===== config.mk =====
export PLATFORM = sky130hd
export DESIGN_NAME = mdu_iterative_flat
export DESIGN_NICKNAME = d
export VERILOG_FILES = /design/src/rtl/mdu_pkg.sv /design/src/rtl/mdu_iterative_if.sv /design/src/rtl/mdu_iter_step.sv /design/src/rtl/mdu_iterative.sv /design/src/flat_wrapper.sv
export SDC_FILE = /design/constraint.sdc
export NUM_CORES = 1
export LEC_CHECK = 0
export CORE_MARGIN = 2
export CORE_UTILIZATION = 40
export CTS_CLUSTER_DIAMETER = 50
export DETAILED_ROUTE_END_ITERATION = 16
export PLACE_DENSITY_LB_ADDON = 0.08
export REMOVE_ABC_BUFFERS = 1
export SETUP_SLACK_MARGIN = 0.2
export SYNTH_ARGS = -nofsm -noshare
export SYNTH_HDL_FRONTEND = slang
export SYNTH_SLANG_ARGS = --single-unit

===== constraint.sdc =====
create_clock -name clk -period 3.27 [get_ports clk]
set_input_delay 0.327 -clock clk [delete_from_list [all_inputs] [get_ports clk]]
set_output_delay 0.327 -clock clk [all_outputs]
set_load 0.02 [all_outputs]

===== src/rtl/mdu_pkg.sv =====
// ============================================================================
//  mdu_pkg
//  Shared encodings, FSM state type and constants for the iterative MDU.
//  Revision: 1.0
// ============================================================================
`default_nettype none

package mdu_pkg;

    localparam logic [1:0] MDU_MULT  = 2'b00;
    localparam logic [1:0] MDU_MULTU = 2'b01;
    localparam logic [1:0] MDU_DIV   = 2'b10;
    localparam logic [1:0] MDU_DIVU  = 2'b11;

    typedef enum logic [1:0] {
        IDLE = 2'd0,
        CALC = 2'd1,
        FIX  = 2'd2
    } mdu_state_e;

    localparam int          MDU_ITER    = 32;
    localparam logic [31:0] MDU_DIV0_LO = 32'hFFFF_FFFF;

    // Magnitude of a signed operand; 0x80000000 maps to itself as unsigned.
    function automatic logic [31:0] mdu_abs(input logic [31:0] v, input logic is_signed);
        return (is_signed && v[31]) ? (32'd0 - v) : v;
    endfunction

endpackage

`default_nettype wire


===== src/rtl/mdu_iterative_if.sv =====
// ============================================================================
//  mdu_iterative_if
//  Request/response bundle between the EX stage and the iterative MDU.
//  Revision: 1.0
// ============================================================================
`default_nettype none

interface mdu_iterative_if;
    logic        start;
    logic [1:0]  op;
    logic [31:0] rs_val;
    logic [31:0] rt_val;
    logic        abort;
    logic        busy;
    logic        done;
    logic [31:0] hi;
    logic [31:0] lo;
    logic        hi_we;
    logic        lo_we;

    modport master (
        output start, op, rs_val, rt_val, abort,
        input  busy, done, hi, lo, hi_we, lo_we
    );

    modport slave (
        input  start, op, rs_val, rt_val, abort,
        output busy, done, hi, lo, hi_we, lo_we
    );
endinterface

`default_nettype wire


===== src/rtl/mdu_iter_step.sv =====
// ============================================================================
//  mdu_iter_step
//  One combinational iteration: shift-add multiply or restoring divide step.
//  Revision: 1.0
// ============================================================================
`default_nettype none

module mdu_iter_step (
    input  wire logic        div_mode_i,
    input  wire logic [63:0] acc_i,
    input  wire logic [31:0] rem_i,
    input  wire logic [31:0] opnd_i,
    output logic      [63:0] acc_o,
    output logic      [31:0] rem_o
);

    logic [32:0] w_sum;
    logic [32:0] w_shifted;
    logic        w_fits;

    always_comb begin
        acc_o     = acc_i;
        rem_o     = rem_i;
        w_sum     = {1'b0, acc_i[63:32]} + (acc_i[0] ? {1'b0, opnd_i} : 33'd0);
        w_shifted = {rem_i, acc_i[31]};
        w_fits    = (w_shifted >= {1'b0, opnd_i});
        if (!div_mode_i) begin
            acc_o = {w_sum, acc_i[31:1]};
        end else begin
            // The divisor magnitude bounds the remainder, so 32 bits hold it after the step.
            rem_o = w_fits ? 32'(w_shifted - {1'b0, opnd_i}) : w_shifted[31:0];
            acc_o = {acc_i[63:32], acc_i[30:0], w_fits};
        end
    end

endmodule

`default_nettype wire


===== src/rtl/mdu_iterative.sv =====
// ============================================================================
//  mdu_iterative
//  Iterative MULT/MULTU/DIV/DIVU unit; MDU_EARLY_OUT_EN enables zero early-out.
//  Revision: 1.0
// ============================================================================
`default_nettype none

module mdu_iterative
    import mdu_pkg::*;
#(
    parameter int ITER = MDU_ITER
) (
    input  wire logic        clk,
    input  wire logic        reset,
    mdu_iterative_if.slave   bus
);

    localparam int CNT_W = $clog2(ITER + 1);

    mdu_state_e        state_q;
    logic [CNT_W-1:0]  cnt_q;
    logic              div_q;
    logic              sgn_q;
    logic              neg_q;
    logic              rneg_q;
    logic              div0_q;
    logic              zero_q;
    logic [63:0]       acc_q;
    logic [31:0]       rem_q;
    logic [31:0]       opnd_q;
    logic              busy_q;
    logic              done_q;
    logic [31:0]       hi_q;
    logic [31:0]       lo_q;

    logic [63:0]       acc_d;
    logic [31:0]       rem_d;
    logic [63:0]       prod_d;
    logic [31:0]       hi_d;
    logic [31:0]       lo_d;

    logic              w_signed;
    logic              w_div;
    logic [31:0]       w_mag_rs;
    logic [31:0]       w_mag_rt;
    logic              w_early;

    assign w_signed = ~bus.op[0];
    assign w_div    = bus.op[1];
    assign w_mag_rs = mdu_abs(bus.rs_val, w_signed);
    assign w_mag_rt = mdu_abs(bus.rt_val, w_signed);

`ifdef MDU_EARLY_OUT_EN
    assign w_early = w_div ? ((bus.rs_val == 32'd0) && (bus.rt_val != 32'd0))
                           : ((bus.rs_val == 32'd0) || (bus.rt_val == 32'd0));
`else
    assign w_early = 1'b0;
`endif

    mdu_iter_step u_step (
        .div_mode_i (div_q),
        .acc_i      (acc_q),
        .rem_i      (rem_q),
        .opnd_i     (opnd_q),
        .acc_o      (acc_d),
        .rem_o      (rem_d)
    );

    // A zero divisor leaves remainder = |dividend|, so sign fixing restores rs_val on HI.
    always_comb begin
        prod_d = (sgn_q && neg_q) ? (64'd0 - acc_q) : acc_q;
        hi_d   = prod_d[63:32];
        lo_d   = prod_d[31:0];
        if (div_q) begin
            hi_d = (sgn_q && rneg_q) ? (32'd0 - rem_q) : rem_q;
            lo_d = div0_q ? MDU_DIV0_LO
                 : ((sgn_q && neg_q) ? (32'd0 - acc_q[31:0]) : acc_q[31:0]);
        end
        if (zero_q) begin
            hi_d = 32'd0;
            lo_d = 32'd0;
        end
    end

    always_ff @(posedge clk) begin
        if (reset) begin
            state_q <= IDLE;
            cnt_q   <= '0;
            div_q   <= 1'b0;
            sgn_q   <= 1'b0;
            neg_q   <= 1'b0;
            rneg_q  <= 1'b0;
            div0_q  <= 1'b0;
            zero_q  <= 1'b0;
            acc_q   <= '0;
            rem_q   <= '0;
            opnd_q  <= '0;
            busy_q  <= 1'b0;
            done_q  <= 1'b0;
            hi_q    <= '0;
            lo_q    <= '0;
        end else begin
            done_q <= 1'b0;
            case (state_q)
                IDLE: begin
                    if (bus.start && !bus.abort) begin
                        acc_q   <= {32'd0, (w_div ? w_mag_rs : w_mag_rt)};
                        opnd_q  <= w_div ? w_mag_rt : w_mag_rs;
                        rem_q   <= '0;
                        cnt_q   <= '0;
                        div_q   <= w_div;
                        sgn_q   <= w_signed;
                        neg_q   <= bus.rs_val[31] ^ bus.rt_val[31];
                        rneg_q  <= bus.rs_val[31];
                        div0_q  <= w_div && (bus.rt_val == 32'd0);
                        zero_q  <= w_early;
                        busy_q  <= 1'b1;
                        state_q <= w_early ? FIX : CALC;
                    end
                end
                CALC: begin
                    if (bus.abort) begin
                        busy_q  <= 1'b0;
                        state_q <= IDLE;
                    end else begin
                        acc_q <= acc_d;
                        rem_q <= rem_d;
                        cnt_q <= cnt_q + CNT_W'(1);
                        if (cnt_q == CNT_W'(ITER - 1)) begin
                            state_q <= FIX;
                        end
                    end
                end
                FIX: begin
                    busy_q  <= 1'b0;
                    state_q <= IDLE;
                    if (!bus.abort) begin
                        hi_q   <= hi_d;
                        lo_q   <= lo_d;
                        done_q <= 1'b1;
                    end
                end
                default: begin
                    busy_q  <= 1'b0;
                    state_q <= IDLE;
                end
            endcase
        end
    end

    assign bus.busy  = busy_q;
    assign bus.done  = done_q;
    assign bus.hi_we = done_q;
    assign bus.lo_we = done_q;
    assign bus.hi    = hi_q;
    assign bus.lo    = lo_q;

endmodule

`default_nettype wire


===== src/flat_wrapper.sv =====
// flat-port wrapper written by rule: the top's interface ports become plain ports
module mdu_iterative_flat import mdu_pkg::*;
#(
    parameter int ITER = MDU_ITER
)
  (clk, reset, bus_start, bus_op, bus_rs_val, bus_rt_val, bus_abort, bus_busy, bus_done, bus_hi, bus_lo, bus_hi_we, bus_lo_we);
  mdu_iterative_if bus_i ();
  input  wire logic clk;
  input  wire logic reset;
  input wire logic [$bits(bus_i.start)-1:0] bus_start;
  input wire logic [$bits(bus_i.op)-1:0] bus_op;
  input wire logic [$bits(bus_i.rs_val)-1:0] bus_rs_val;
  input wire logic [$bits(bus_i.rt_val)-1:0] bus_rt_val;
  input wire logic [$bits(bus_i.abort)-1:0] bus_abort;
  output wire logic [$bits(bus_i.busy)-1:0] bus_busy;
  output wire logic [$bits(bus_i.done)-1:0] bus_done;
  output wire logic [$bits(bus_i.hi)-1:0] bus_hi;
  output wire logic [$bits(bus_i.lo)-1:0] bus_lo;
  output wire logic [$bits(bus_i.hi_we)-1:0] bus_hi_we;
  output wire logic [$bits(bus_i.lo_we)-1:0] bus_lo_we;
  assign bus_i.start = bus_start;
  assign bus_i.op = bus_op;
  assign bus_i.rs_val = bus_rs_val;
  assign bus_i.rt_val = bus_rt_val;
  assign bus_i.abort = bus_abort;
  assign bus_busy = bus_i.busy;
  assign bus_done = bus_i.done;
  assign bus_hi = bus_i.hi;
  assign bus_lo = bus_i.lo;
  assign bus_hi_we = bus_i.hi_we;
  assign bus_lo_we = bus_i.lo_we;
  mdu_iterative #(.ITER(ITER)) u_core (.clk(clk), .reset(reset), .bus(bus_i));
endmodule

### Word-level counts from Yosys, hierarchy flattened

Index checks and enable logic that the tools add are counted.

* logic and storage cells: 86
* output and inout bits: 68
* input bits: 70
* flip-flop bits (word level): 207

* reductions and logical operators: 18
* magnitude comparators: 1
* multiplexer cells: 31
* eq/ne operators: 9
* bitwise gates (word level): 4
* add/subtract/negate cells: 8

Operators with widths (number)
* $mux W32: 14
* $mux W64: 4
* $pmux W64 S2: 1
* $sub A1 B32 Y32 const A: 4
* $pmux W32 S2: 1
* $sub A1 B64 Y64 const A: 1
* $add A32 B33 Y33: 1
* $ge A33 B32 Y1: 1
* $logic_not A32 Y1: 1
* $sub A32 B32 Y32: 1
* $mux W6: 2
* $pmux W6 S2: 1
* $reduce_and A2 Y1: 4
* $reduce_and A4 Y1: 2
* $add A6 B1 Y6 const B: 1
* $eq A6 B5 Y1 const B: 1
* $logic_and A1 B1 Y1: 6
* $mux W2: 3
* $ne A2 B2 Y1 const B: 3
* $ne A2 B1 Y1 const B: 2
* $pmux W2 S2: 1
* $mux W1: 3
* $ne A3 B2 Y1 const B: 1
* $not A1 Y1: 3
* 9 further kinds: 9

### Logic depth before layout (Yosys ltp)

* word-level depth: 6
* mapped depth: 14
* mapped depth without buffers: 13

### By module

A second synthesis with hierarchy kept.

* cell total of the unflattened synthesis: 2368
* area total of the unflattened synthesis: 17082.6 µm²

By module, submodules not included
* mdu_iterative: times used 1, area each 11956.5 µm², cells an instance 1572
* mdu_iter_step: times used 1, area each 5126.2 µm², cells an instance 796

### Worst setup path before layout

No wires, ideal clock.

* kind: register to register
* start: reg u_core.opnd_q[14]
* end: reg u_core.rem_q[20]
* path buffers: 3
* cell stages (with the launch flop): 14
* setup time: 0.138 ns
* slack: 0.359 ns
* data arrival time: 2.773 ns
* required time: 3.132 ns
* cells stage by stage: dfxtp_1 -> inv_1 -> ha_1 -> clkbuf_1 -> a21o_1 -> a21o_1 -> a2111oi_0 -> nor3b_1 -> o31ai_1 -> a31o_2 -> buf_2 -> nand2_1 -> buf_2 -> o221ai_1

* word-level cells in the longest chain between the ends: 5
* elaborated cells on any way between the ends: 6

RTL lines
* start, declared: line mdu_iterative.sv:30 `logic [31:0] opnd_q;`
* start signal, assigned: line mdu_iterative.sv:108 `opnd_q <= w_div ? w_mag_rt : w_mag_rs;`
* $sub A32 B32 Y32 or $ge A33 B32 Y1 (tied branches): line mdu_iter_step.sv:31, mdu_iter_step.sv:26
* $mux W32 *: line mdu_iter_step.sv:31 `rem_o = w_fits ? 32'(w_shifted - {1'b0, opnd_i}) : w_shifted[31:0];`
* $mux W32 *: line mdu_iter_step.sv:27 `if (!div_mode_i) begin`
* $mux W32 *: line mdu_iterative.sv:122 `if (bus.abort) begin`
* $pmux W32 S2 *: line mdu_iterative.sv:104 `case (state_q)`
* end signal, assigned: line mdu_iterative.sv:127 `rem_q <= rem_d;`
* end, declared: line mdu_iterative.sv:29 `logic [31:0] rem_q;`

Mark *: on every way between the ends. The rest lies on a longest branch, timed or not. The select of a mux whose other input is x is not followed.
A chain may end at the register's enable or synchronous reset.

### Final worst setup path

* start: reg u_core.opnd_q[15]
* end: reg u_core.acc_q[0]

* word-level cells in the longest chain between the ends: 4

RTL lines
* $ge A33 B32 Y1: line mdu_iter_step.sv:26 `w_fits = (w_shifted >= {1'b0, opnd_i});`
* $mux W64: line mdu_iter_step.sv:27
* $mux W64: line mdu_iterative.sv:122
* $pmux W64 S2: line mdu_iterative.sv:104
* end signal, assigned: line mdu_iterative.sv:107 `acc_q <= {32'd0, (w_div ? w_mag_rs : w_mag_rt)};`
* end, declared: line mdu_iterative.sv:28 `logic [63:0] acc_q;`

No other way between the ends. The select of a mux whose other input is x is not followed.

==> impl_results.md <==
* Cell count after synthesis at roughly 2100
* Area after DPL at 0.0186 mm²
* GRT overflow at 0
* Setup slack after layout at 0.217 ns
* CP cell instances: inv_1, ha_2, and4_1, nand2_1, nor4_2, buf_4, a221o_1, a211o_1, a31o_2, buf_12, mux2_2, a21oi_4, a211oi_1
* Multi-input gate area at 0.0112 mm²
* Most used DFF post-synth: dfxtp_1
* Die height at 202 µm
* Upper clock frequency limit at about 0.33 GHz
* Inst Count DP at roughly 2800
* Sequential-to-total area share from yosys stat at between 20% and 30%
* Delay of the slowest cell on the worst path at 0.37 ns
* Final Critical Period at 3.05 ns
* Ports at 138
* Sw Ratio at 30.5%
* Iter 0 DRT Violations at 1319
* Worst Path Required at approximately 3.7 ns
* Core Area at around 0.039 mm²
* First drt pass iteration count at 5
* H-tree depth at 2
* Share of synthesized area spent on multiplexers at 4.72%
* Min-delay src: reset
* Clock network power share at 48.7%
* Worst slew pin tran at slightly above 0.9 ns
* Peak supply drop at 0.279 mV
* Pwr Total at 8580 µW
* Largest net degree at the start of global routing at 61
* Critical path endpoint category: register
* Slew Limit Headroom at between 30% and 40%
* XOR/XNOR share of the synthesized area at 11.5%
* Fraction of layout cells with a size suffix above 1 at around 15%
* GRT Overall Usage at 29.0%
* Storage element area at 0.00416 mm²
* Yosys warnings at 0
* Post-synthesis compound-gate area fraction at about 25%
* Worst-path fanout max at 9
* Max Cap Viol at 0
* Main area contributors after synthesis: dfxtp_1 26%, xnor2_1 6.2%, nor2_1 5.7%
* Most frequent cells in the layout: 235 x nor2_1, 207 x nand2_1, 200 x dfxtp_1
* Most common cell after layout, fill and taps aside: nor2_1
* Critical path's slowest cell: ha_2
* Post-synthesis simple-gate area fraction at 21.1%
* Skew-Pair Late Insertion Delay at 0.57 ns
* Internal power at 5960 µW
* Sink Count at around 210
* CTS Buf Count at 38
* Initial core utilization at between 40% and 50%
* Initial antenna violation count at 0
* Distinct cell type count after synthesis at 74
* Period utilization at 93.4%
* Flops & latches, synth at 207
* Worst r2r dst: u_core.acc_q[0]$_SDFFE_PP0P_
* Final setup violation count at 0
* Hold depth at 2
* Hpwl dp at between 40000 and 50000 µm
* Worst Path Arrival at about 3.5 ns
* R2R Setup Slk at 0.22 ns
* Sequential Power Share at slightly above 30%
* Reg2reg path depth at 13
* CTS tree: built
* Comb pwr share at 20.4%
* DR vias at about 16000
* Slew Limit Fails at 0
* Mapped Area at ~0.016 mm²
* Final WL at 60900 µm
* Final Instance Count excl. Fillers at 2856
* Drt drc at 0
* Post-Place Setup Slack at 0.0149 ns
* Routed vias/inst at 5.76
* # rows at 72
* Fillcell total at 3779
* # hold bufs at CTS at 0
* NumNets Final at 2449
* First-pass GRT wire length at ~90000 µm
* HP Class: in -> reg
* Area leader, netlist: dfxtp_1
* Port bufs at approximately 140
* Min-Delay Endpoint: u_core.cnt_q[0]$_SDFFE_PP0P_
* RSZ-0062 raised after global routing: true
* Synthesized area per cell at 7.54 µm²
* Wire length per cell at 21.3 µm
* Finished Cell Area at approximately 0.020 mm²
* Top cell type's share of synthesized area at 26.3%
* Startpoint Class: register
* Clk slew on worst S/H paths at 0.05 ns
* Reg2reg start: u_core.opnd_q[15]$_SDFFE_PP0P_
* Die W at 202 µm
* Clk buf depth at 3
* Antenna fix cells at 0
* Power per cell area at 420 mW/mm²
* Die area at 0.0410 mm²
* Largest family of logic cells by synthesized area: compound AO/OA/AOI/OAI gates
* Post-synthesis async set-or-reset flop share at 0%
* Layout area overhead at 29.7%
* CTS root buffer: clkbuf_16
* Number of synthesized flops with an enable pin at 0
* Final number of hold-violating endpoints at 0
* Post-synthesis adder-cell area fraction at 5.74%
* Vias in the first global route at 15500
* Routed Antenna Nets at 0
* Outcome: finished clean
* Clock Skew at 0.0386 ns
* Psw at approximately 2600 µW
* Routability Congestion at 0.954
* Total leakage power at roughly 0.0081 µW
* Crit path kind: reg -> reg
==> power groups by stage <==
stage          clock network, µW  logic (µW)  registers, µW
2_1_floorplan                  0         882           2710
3_3_place_gp                   0        1630           2700
3_5_place_dp                   0        1640           2700
4_1_cts                     4230        1680           2650
5_1_grt                     4350        1870           2660
6_report                    4180        1750           2650
==> sequential cells by signal (all words and copies together), names as in the netlist <==
| register | count |
|---|---|
| u_core.opnd_q | 32 |
| u_core.cnt_q | 6 |
| u_core.sgn_q | 1 |
| u_core.rneg_q | 1 |
| u_core.acc_q | 64 |
| u_core.state_q | 2 |
| u_core.div_q | 1 |
| u_core.div0_q | 1 |
| u_core.bus.busy | 1 |
| u_core.bus.hi | 32 |
| u_core.bus.lo | 32 |
| u_core.neg_q | 1 |
| u_core.rem_q | 32 |
| u_core.bus.done | 1 |
==> layer usage <==
| metal | part of all wire [%] | track usage [%] | up-vias |
|---|---|---|---|
| met5 | 0 | 0 | - |
| met4 | 3.0 | 9.46 | 0 |
| met3 | 7.2 | 5.45 | 80 |
| met2 | 42 | 42.5 | 555 |
| met1 | 48 | 42.4 | 7851 |
| li1 | - | - | 7959 |
==> worst max-delay path: cells and delay by family, from the launching register on <==
family | cells | cell delay, ns
flops | 1 | 0.30
buf+inv | 3 | 0.47
mux | 1 | 0.29
compound gates | 5 | 1.08
simple gates | 3 | 0.41
fa+ha+maj | 1 | 0.37
==> stage by stage <==
stage	util (%)	hold WS [ns]	setup TNS [ns]
after floorplan	-	0.396	-90.31
after global placement	48.1	0.433	-0.134
after detailed placement	48.1	0.438	0
after CTS	51.7	0.273	0
after global routing	52.7	0.299	0
final	52.7	0.276	0
==> layout make-up <==
cell class	count	share of cell area (%)
multi-input combinational	1670	54.8
sequential	207	20.3
timing repair buffer	322	13.9
clock buffer	42	4.78
tap	518	3.17
clock inverter	28	1.74
inverter	69	1.29
==> cell usage after synthesis (all sizes together), types with 6 or more instances <==
| library cell | n |
|---|---|
| a21oi | 163 |
| nand3b | 12 |
| nand2 | 209 |
| a211oi | 53 |
| o211ai | 21 |
| clkbuf | 114 |
| nor3b | 6 |
| nand3 | 22 |
| o221ai | 19 |
| xor2 | 96 |
| and3 | 17 |
| inv | 69 |
| nand2b | 15 |
| mux2i | 72 |
| o21ai | 153 |
| a31oi | 21 |
| o41ai | 13 |
| buf | 30 |
| o21a | 7 |
| a22oi | 17 |
| nor4 | 28 |
| o22ai | 11 |
| nor3 | 53 |
| or3 | 21 |
| a22o | 14 |
| and2 | 12 |
| xnor2 | 111 |
| a311oi | 12 |
| o31ai | 30 |
| ha | 69 |
| or4 | 13 |
| a21o | 48 |
| a41oi | 7 |
| nand4 | 17 |
| nor2b | 12 |
| nor2 | 240 |
| dfxtp | 207 |
| o21bai | 8 |
==> worst max path at each step <==
stage	cells after the start	slack, ns	end	from
detailed placement	13	0.01	u_core.acc_q[0]$_SDFFE_PP0P_	u_core.opnd_q[14]$_SDFFE_PP0P_
global route	15	0.12	u_core.acc_q[58]$_SDFFE_PP0P_	u_core.acc_q[0]$_SDFFE_PP0P_
finish	13	0.22	u_core.acc_q[0]$_SDFFE_PP0P_	u_core.opnd_q[15]$_SDFFE_PP0P_
CTS	13	0.16	u_core.acc_q[0]$_SDFFE_PP0P_	u_core.opnd_q[14]$_SDFFE_PP0P_
floorplan	6	-1.60	u_core.acc_q[1]$_SDFFE_PP0P_	u_core.state_q[0]$_SDFFE_PP0P_
global placement	13	-0.13	u_core.acc_q[0]$_SDFFE_PP0P_	u_core.opnd_q[10]$_SDFFE_PP0P_
==> logic make-up (layout without fill, tap and decap cells) <==
family | count (synthesis) | count (layout)
simple gates | 694 | 694
compound gates | 624 | 624
buf+inv | 213 | 461
xor+xnor | 207 | 207
flops | 207 | 207
mux | 74 | 74
fa+ha+maj | 71 | 71
==> what timing repair did <==
action                     4_1_cts  5_1_grt
buffers inserted                 3        2
pin swaps                        3       15
cloned                           0        1
setup endpoints to repair       35       57
gates resized for setup          9       81
No activity file was read; power rests on OpenSTA's default activity.
